`src/rtl/ram_single_ctrl.sv`:
```
// Request/response front-end owning every port of a single-port RAM.
// Clears the RAM after each reset, then serves reads/writes with a one-entry registered response.
module ram_single_ctrl #(
    parameter int DATA_WIDTH = 1,
    parameter int ADDR_WIDTH = 1,
    parameter logic [DATA_WIDTH-1:0] INIT_VALUE = '0
) (
    input  logic                  clk,
    input  logic                  rst_n,
    input  logic                  req_valid,
    output logic                  req_ready,
    input  logic                  req_we,
    input  logic [ADDR_WIDTH-1:0] req_addr,
    input  logic [DATA_WIDTH-1:0] req_data,
    output logic                  rsp_valid,
    input  logic                  rsp_ready,
    output logic [DATA_WIDTH-1:0] rsp_data,
    output logic                  init_done,
    output logic [DATA_WIDTH-1:0] ram_data,
    output logic [ADDR_WIDTH-1:0] ram_addr,
    output logic                  ram_we,
    input  logic [DATA_WIDTH-1:0] ram_q
);

    localparam int DEPTH = 2 ** ADDR_WIDTH;
    localparam logic [ADDR_WIDTH:0] LAST_ADDR = (ADDR_WIDTH + 1)'(DEPTH - 1);

    typedef enum logic {
        INIT,
        RUN
    } state_t;

    state_t              state;
    state_t              state_next;
    logic [ADDR_WIDTH:0] init_cnt;
    logic                fire;
    logic                read_fire;
    logic                write_fire;
    logic                sweep_last;

    always_ff @(posedge clk) begin
        if (!rst_n) begin
            state <= INIT;
        end else begin
            state <= state_next;
        end
    end

    // Readiness is gated by rst_n so nothing is accepted or written while reset is held.
    always_comb begin
        state_next = state;
        req_ready  = 1'b0;
        ram_we     = 1'b0;
        ram_addr   = req_addr;
        ram_data   = req_data;
        fire       = 1'b0;
        read_fire  = 1'b0;
        write_fire = 1'b0;
        sweep_last = 1'b0;
        case (state)
            INIT: begin
                ram_we     = rst_n;
                ram_addr   = init_cnt[ADDR_WIDTH-1:0];
                ram_data   = INIT_VALUE;
                sweep_last = (init_cnt == LAST_ADDR);
                if (sweep_last) begin
                    state_next = RUN;
                end
            end
            RUN: begin
                req_ready  = rst_n && (!rsp_valid || rsp_ready);
                fire       = req_valid && req_ready;
                read_fire  = fire && !req_we;
                write_fire = fire && req_we;
                ram_we     = write_fire;
            end
            default: begin
                state_next = INIT;
            end
        endcase
    end

    always_ff @(posedge clk) begin
        if (!rst_n) begin
            init_cnt  <= '0;
            init_done <= 1'b0;
            rsp_valid <= 1'b0;
            rsp_data  <= '0;
        end else begin
            if (state == INIT) begin
                init_cnt <= init_cnt + 1'b1;
                if (sweep_last) begin
                    init_done <= 1'b1;
                end
            end
            // A new read replaces a response being consumed in the same cycle.
            if (read_fire) begin
                rsp_valid <= 1'b1;
                rsp_data  <= ram_q;
            end else if (rsp_valid && rsp_ready) begin
                rsp_valid <= 1'b0;
            end
        end
    end

endmodule

```
`config.mk`:
```
export PLATFORM = sky130hd
export DESIGN_NAME = ram_single_ctrl
export DESIGN_NICKNAME = d
export VERILOG_FILES = /design/src/rtl/ram_single_ctrl.sv
export SDC_FILE = /design/constraint.sdc
export NUM_CORES = 1
export LEC_CHECK = 0
export CORE_AREA = 2 2 39 41
export DETAILED_ROUTE_END_ITERATION = 12
export DIE_AREA = 0 0 41 43
export GPL_TIMING_DRIVEN = 0
export MAX_ROUTING_LAYER = met4
export PLACE_DENSITY = 0.6
export SKIP_CTS_REPAIR_TIMING = 1
export SYNTH_ARGS = -nofsm -noshare
export SYNTH_HDL_FRONTEND = slang
export SYNTH_SLANG_ARGS = --single-unit
```
`constraint.sdc`:
```
create_clock -name clk -period 1.1 [get_ports clk]
set_input_delay 0.22 -clock clk [delete_from_list [all_inputs] [get_ports clk]]
set_output_delay 0.22 -clock clk [all_outputs]
set_load 0.02 [all_outputs]
```
==> summary.md, run 1 <==
| Metric | Value |
|---|---|
| Status | finished with violations |
| Failing checks | negative setup slack |
| Adder-cell area share of the yosys netlist | roughly 4.1% |
| Warnings from Yosys | 0 |
| Vias per cell | 4.23 |
| Number of global-route vias before repair | 223 |
| Final Cell Area | between 500 and 600 sq um |
| Seq/Total Area, Yosys | 39.0% |
| Clock Skew | 0.00251 ns |
| Largest family of logic cells by synthesized area | simple AND/OR/NAND/NOR gates |
| Gr usage total | approximately 8.0% |
| Synth Area in Simple Gates | a little under a third |
| Final setup viols | 5 |
| DRT Wirelength | ~630 microns |
| # diodes | 0 |
| Worst slew margin | about four fifths |
| Io pins | 15 |
| Crit path cell chain | or2b_4 > and3_4 > buf_6 |
| Synth Area in XOR/XNOR | under 10% |
| Initial drt markers | 0 |
| Crit start category | register |
| Syn Std Cell Area | about 300 sq um |
| Clock root cell | clkbuf_4 |
| Post-DP HPWL | 430 microns |
| Number of max-cap violations | 0 |
| Die area | ~0.0018 sq mm |
| DR pass1 iterations | 1 |
| Cell Area, Placed | 479 sq um |
| CP max FO | 4 |
| Setup TNS | -1.03 ns |
| Peak Freq | 0.727 GHz |
| Clock Latency Late Sink | between 0.2 and 0.25 ns |
| Layout cells sized above 1 | 43.8% |
| Final #Nets | around 60 |
| Clk slew on worst S/H paths | 0.04 ns |
| Leak | between 0.3 and 0.4 nW |
| Num CTS Buffers | 3 |
| Power Dens Cells | about 1800 mW/mm^2 |
| Routed via count | between 200 and 300 |
| Fin crit period | between 1 and 1.5 ns |
| Wire length per cell | 9.83 microns |
| H-tree levels | 1 |
| DRC Markers | 0 |
| Unrepaired setup endpoints after global routing | yes |
| CTS Sinks | 6 |
| Largest net degree at the start of global routing | 11 |
| Area Growth Syn to Fin | 77.2% |
| Post-synthesis register bit count | 6 |
| Core area | ~0.0014 sq mm |
| Antenna-violating nets left | 0 |
| Final Cycle Share | 125% |
| FP Rows | 14 |
| Crit Path Class | register to output port |
| CTS max path bufs | 2 |
| Multiplexer area fraction after synthesis | under 10% |
| Synthesized area per cell | between 10 and 15 sq um |
| Final core occ | roughly two fifths |
| Critical Path Slowest Stage Cell | dfxtp_2 |
| Slew Limit Fails | 0 |
| Syn_nets | 38 |
| Setup WS post-layout | -0.276 ns |
| CTS tree | built |
| Hold Path Class | primary input to register |
| Required time of the critical path | 0.88 ns |
| Die Span Y | 43 microns |
| CP peak stage delay | between 0.3 and 0.4 ns |
| Slew of the pin with the lowest slew margin | between 0.2 and 0.3 ns |
| Antenna violations before repair | 0 |
| Die Wd | roughly 40 microns |
| Initial Util | between 20% and 30% |
| Crit path capture type | output port |
| Final hold viol count | 0 |
| Number of port buffers | 14 |
| Peak supply drop | about 0.00093 V |
| First-pass GRT wire length | 903 microns |
| Mapped Cells | 29 |
| Number of distinct library cells after synthesis | 19 |
| Gr ovfl total | 0 |
| Synth Area in Compound Gates | between 10% and 20% |
| Critical path arrival | 1.16 ns |
| RD Place Congestion | about 0.63 |
## flip-flops by register name, indices dropped and copies added, names as in the netlist
signal and flops:
init_done 1, init_cnt 2, rsp_valid 1, rsp_data 1, state 1
## final cells by class
type | count | area, sq um
buffer | 1 | 11.3
inverter | 1 | 3.75
timing repair buffer | 16 | 173
clock buffer | 3 | 22.5
sequential | 6 | 123
multi-input combinational | 21 | 193
fill | 145 | 838
tap | 16 | 20.0
## per-layer routing
layer  share of wire, %  global-route usage (%)  wire [microns]  vias to the layer above
met5                  0                       -               0                        -
met4                  0                    2.00               0                        0
met3                 12                    6.28              75                        0
met2                 44                    9.69             274                       12
met1                 44                    10.2             279                      122
li1                   -                       -               -                      137
## path summary, 6_finish.rpt
path / slack (ns) / endpoint / cells after the start / from
max: -0.28 / req_ready / 3 / rsp_valid
min reg2reg: 0.46 / init_done / 1 / init_done
min: 0.33 / rsp_valid / 3 / rsp_ready
max reg2reg: 0.04 / init_done / 4 / state
## worst max-delay path: cells and delay by family (launching register included)
| family | cells | cell delay [ns] |
|---|---|---|
| buf+inv | 1 | 0.12 |
| simple gates | 2 | 0.48 |
| flops | 1 | 0.31 |
## stage by stage
| stage | power [mW] | std cells | hold WS, ns | setup slack, ns |
|---|---|---|---|---|
| 6_report | 0.975 | 64 | 0.330 | -0.276 |
| 5_1_grt | 1.05 | 64 | 0.351 | -0.312 |
| 4_1_cts | 0.935 | 62 | 0.465 | -0.817 |
| 3_5_place_dp | 0.726 | 59 | 0.453 | -0.816 |
| 3_3_place_gp | 0.716 | 59 | 0.451 | -0.803 |
| 2_1_floorplan | 0.573 | 29 | 0.337 | -0.0284 |
## cell usage after synthesis
master | number | area (sq um)
dfxtp_1 | 6 | 120
nand2_1 | 3 | 11.3
a21boi_0 | 2 | 15.0
and2_1 | 2 | 12.5
o21a_1 | 2 | 15.0
and2_2 | 1 | 7.51
and2b_2 | 1 | 8.76
and3_2 | 1 | 7.51
buf_6 | 1 | 11.3
ha_1 | 1 | 12.5
inv_1 | 1 | 3.75
mux2_2 | 1 | 11.3
mux2i_1 | 1 | 10.0
nand2b_4 | 1 | 13.8
nand3_1 | 1 | 5.00
nand3b_4 | 1 | 20.0
o21ai_0 | 1 | 5.00
or2b_2 | 1 | 8.76
xnor2_1 | 1 | 8.76
## layout by cell type (no fill, tap or decap), types with 2 or more instances in the layout
master	n
buf_6	5
clkdlybuf4s50_1	5
dlymetal6s2s_1	5
dfxtp_1	4
nand2_1	3
clkbuf_4	3
o21a_1	2
and2_1	2
buf_4	2
dfxtp_2	2
## power by group
part	switching (mW)	internal (mW)
Sequential	0.0300	0.276
Combinational	0.192	0.277
Clock	0.0769	0.123
## cells by family (layout without fill, tap and decap cells)
kind of cell             after synthesis  in the layout
adder cells (fa/ha/maj)                1              1
multiplexers                           2              2
AO/OA/AOI/OAI                          5              5
AND/OR/NAND/NOR                       12             12
XOR/XNOR                               1              1
flip-flops                             6              6
buffers and inverters                  2             21
No activity file was read; power rests on OpenSTA's default activity.
==> run 2, diff against run 1 <==
--- a/config.mk
+++ b/config.mk
@@ -15,3 +15,4 @@
 export SYNTH_ARGS = -nofsm -noshare
 export SYNTH_HDL_FRONTEND = slang
 export SYNTH_SLANG_ARGS = --single-unit
+export TNS_END_PERCENT = 5
==> constraint.sdc (replaced) <==
create_clock -name clk -period 1.55 [get_ports clk]
set_input_delay 0.31 -clock clk [delete_from_list [all_inputs] [get_ports clk]]
set_output_delay 0.31 -clock clk [all_outputs]
set_load 0.02 [all_outputs]
==> run 2 against run 1 <==
  * The flow still finishes with violations (negative setup slack)
  * Critical path type is now primary input to output port
  * Final area decreased by 11%
  * Sequential share of layout area increased by 2.3 points
  * Worst hold slack improved by 0.13 ns
  * First-iteration DRC count increased by 1
  * Clock-buffer cell count unchanged
  * Combinational power decreased by 43%
  * Die area unchanged
  * Core utilization decreased by 4.3 points
  * Sequential power decreased by 30%
  * Critical endpoint unchanged
  * Sequential cell count unchanged
  * Non-clock buffer count decreased by 2
==> summary.md, run 2 (synthesis results as in run 1) <==
| Metric | Value |
|---|---|
| DRC Markers | 0 |
| DRT Wirelength | between 500 and 600 microns |
| Final Cell Area | just under 500 sq um |
| Slew of the pin with the lowest slew margin | between 0.2 and 0.3 ns |
| Most used routing layer | met2 |
| Clock Skew | approximately 0.00014 ns |
| RD Place Congestion | approximately 0.69 |
| CP peak stage delay | roughly 0.40 ns |
| Fin crit period | between 1.5 and 2 ns |
| H-tree levels | 1 |
| Final setup viols | 2 |
| Die Span Y | 43 microns |
| Initial drt markers | 1 |
| Grt met1 use | under 10% |
| Antenna violations before repair | 0 |
| Final hold viol count | 0 |
| Commonest non-fill, non-tap cell in the layout | clkdlybuf4s50_1 |
| Crit path cell chain | clkdlybuf4s50_1 > or2b_4 > and3_2 > buf_2 |
| Antenna-violating nets left | 0 |
| Final #Nets | 57 |
| Gr usage total | 8.65% |
| Worst slew margin | between 80% and 90% |
| Top delay family on crit path | buffers and inverters |
| Max FFs per register | 2 |
| Post-DP HPWL | ~410 microns |
| Io pins | 15 |
| Wire length per cell | a little under 9 microns |
| Critical path arrival | around 1.4 ns |
| Die area | 0.00176 sq mm |
| Number of global-route vias before repair | ~240 |
| Routed via count | 256 |
| Hold Path Class | primary input to register |
| Commonest non-fill, non-tap cells in the layout | 9 x clkdlybuf4s50_1, 6 x dfxtp_1, 3 x nand2_1, 3 x clkbuf_4 |
| Core area | ~0.0014 sq mm |
| Vias per cell | 4.13 |
| CTS tree | built |
| First-pass GRT wire length | around 940 microns |
| Area Growth Syn to Fin | 57.7% |
| CTS Sinks | 6 |
| Leak | between 0.2 and 0.25 nW |
| Crit Path Class | primary input to output port |
| Worst Reg-to-Reg Cells | 4 |
| Biggest register | init_cnt |
| DR pass1 iterations | 2 |
| Required time of the critical path | roughly 1.2 ns |
| CP Depth | 4 |
| Crit start category | primary input |
| Die Wd | between 40 and 50 microns |
| Number of max-cap violations | 0 |
| Failing checks | negative setup slack |
| Peak Freq | a little over 0.6 GHz |
| Final Cycle Share | 107% |
| CTS max path bufs | 2 |
| Critical Path Slowest Stage Cell | clkdlybuf4s50_1 |
| Largest net degree at the start of global routing | 11 |
| CP max FO | 4 |
| Clock Latency Late Sink | around 0.23 ns |
| Clock root cell | clkbuf_4 |
| Gr ovfl total | 0 |
| Initial Util | 22.2% |
| Power Dens Cells | between 1000 and 1500 mW/mm^2 |
| FP Rows | 14 |
| M2 GR Usage | a little over a tenth |
| Unrepaired setup endpoints after global routing | yes |
| Setup WS post-layout | -0.108 ns |
| Layout cells sized above 1 | around 30% |
| # diodes | 0 |
| Met3 GRT Util | 4.71% |
| Num CTS Buffers | 3 |
| Crit path capture type | output port |
| Final core occ | between 30% and 40% |
| Slew Limit Fails | 0 |
| Peak supply drop | 0.000465 V |
| Number of port buffers | 14 |
| Critical path buffer and inverter count | 2 |
| Cell Area, Placed | ~470 sq um |
| Status | finished with violations |
| Clk slew on worst S/H paths | 0.04 ns |
| Hold path depth | 2 |
==> run 2: where the power goes <==
| group | internal [mW] | switching, mW | leakage, nW |
|---|---|---|---|
| combinational | 0.146 | 0.119 | 0.182 |
| clock | 0.0872 | 0.0499 | 0.0138 |
| sequential | 0.194 | 0.0210 | 0.0494 |
| total | 0.427 | 0.190 | 0.246 |
==> run 2: worst register-to-register path: cells and delay by family, from the launching register on <==
family / cells / cell delay [ns]
simple gates: 1 / 0.19
buf+inv: 1 / 0.04
flops: 1 / 0.32
compound gates: 1 / 0.15
fa+ha+maj: 1 / 0.18
==> run 2: worst paths after layout <==
| path | endpoint | from | slack (ns) |
|---|---|---|---|
| max | req_ready | rsp_ready | -0.11 |
| min | init_done | rst_n | 0.46 |
| max reg2reg | init_done | init_cnt[1] | 0.57 |
| min reg2reg | init_done | init_done | 0.46 |
==> run 2: through the flow <==
step	hold WS (ns)	total power, mW	setup WS, ns	setup TNS (ns)	cells
final	0.460	0.617	-0.108	-0.158	62
after global routing	0.489	0.666	-0.126	-0.214	62
after CTS	0.467	0.647	-0.567	-1.70	62
after detailed placement	0.460	0.503	-0.558	-1.59	59
after global placement	0.451	0.499	-0.555	-1.59	59
after floorplan	0.427	0.399	0.0784	0	29
==> run 2: final cells by class <==
class                   count  area (sq um)
multi-input cells          21           175
plain buffers               1          11.3
repair buffers             14           133
fillers                   168           898
flip-flops and latches      6           120
clock buffers               3          22.5
well taps                  16          20.0
inverters                   1          3.75
==> run 2: metal layers <==
metal	up-vias	part of all wire (%)
met2	11	40
li1	134	-
met1	109	48
met3	2	10
met5	-	0
met4	0	2.2
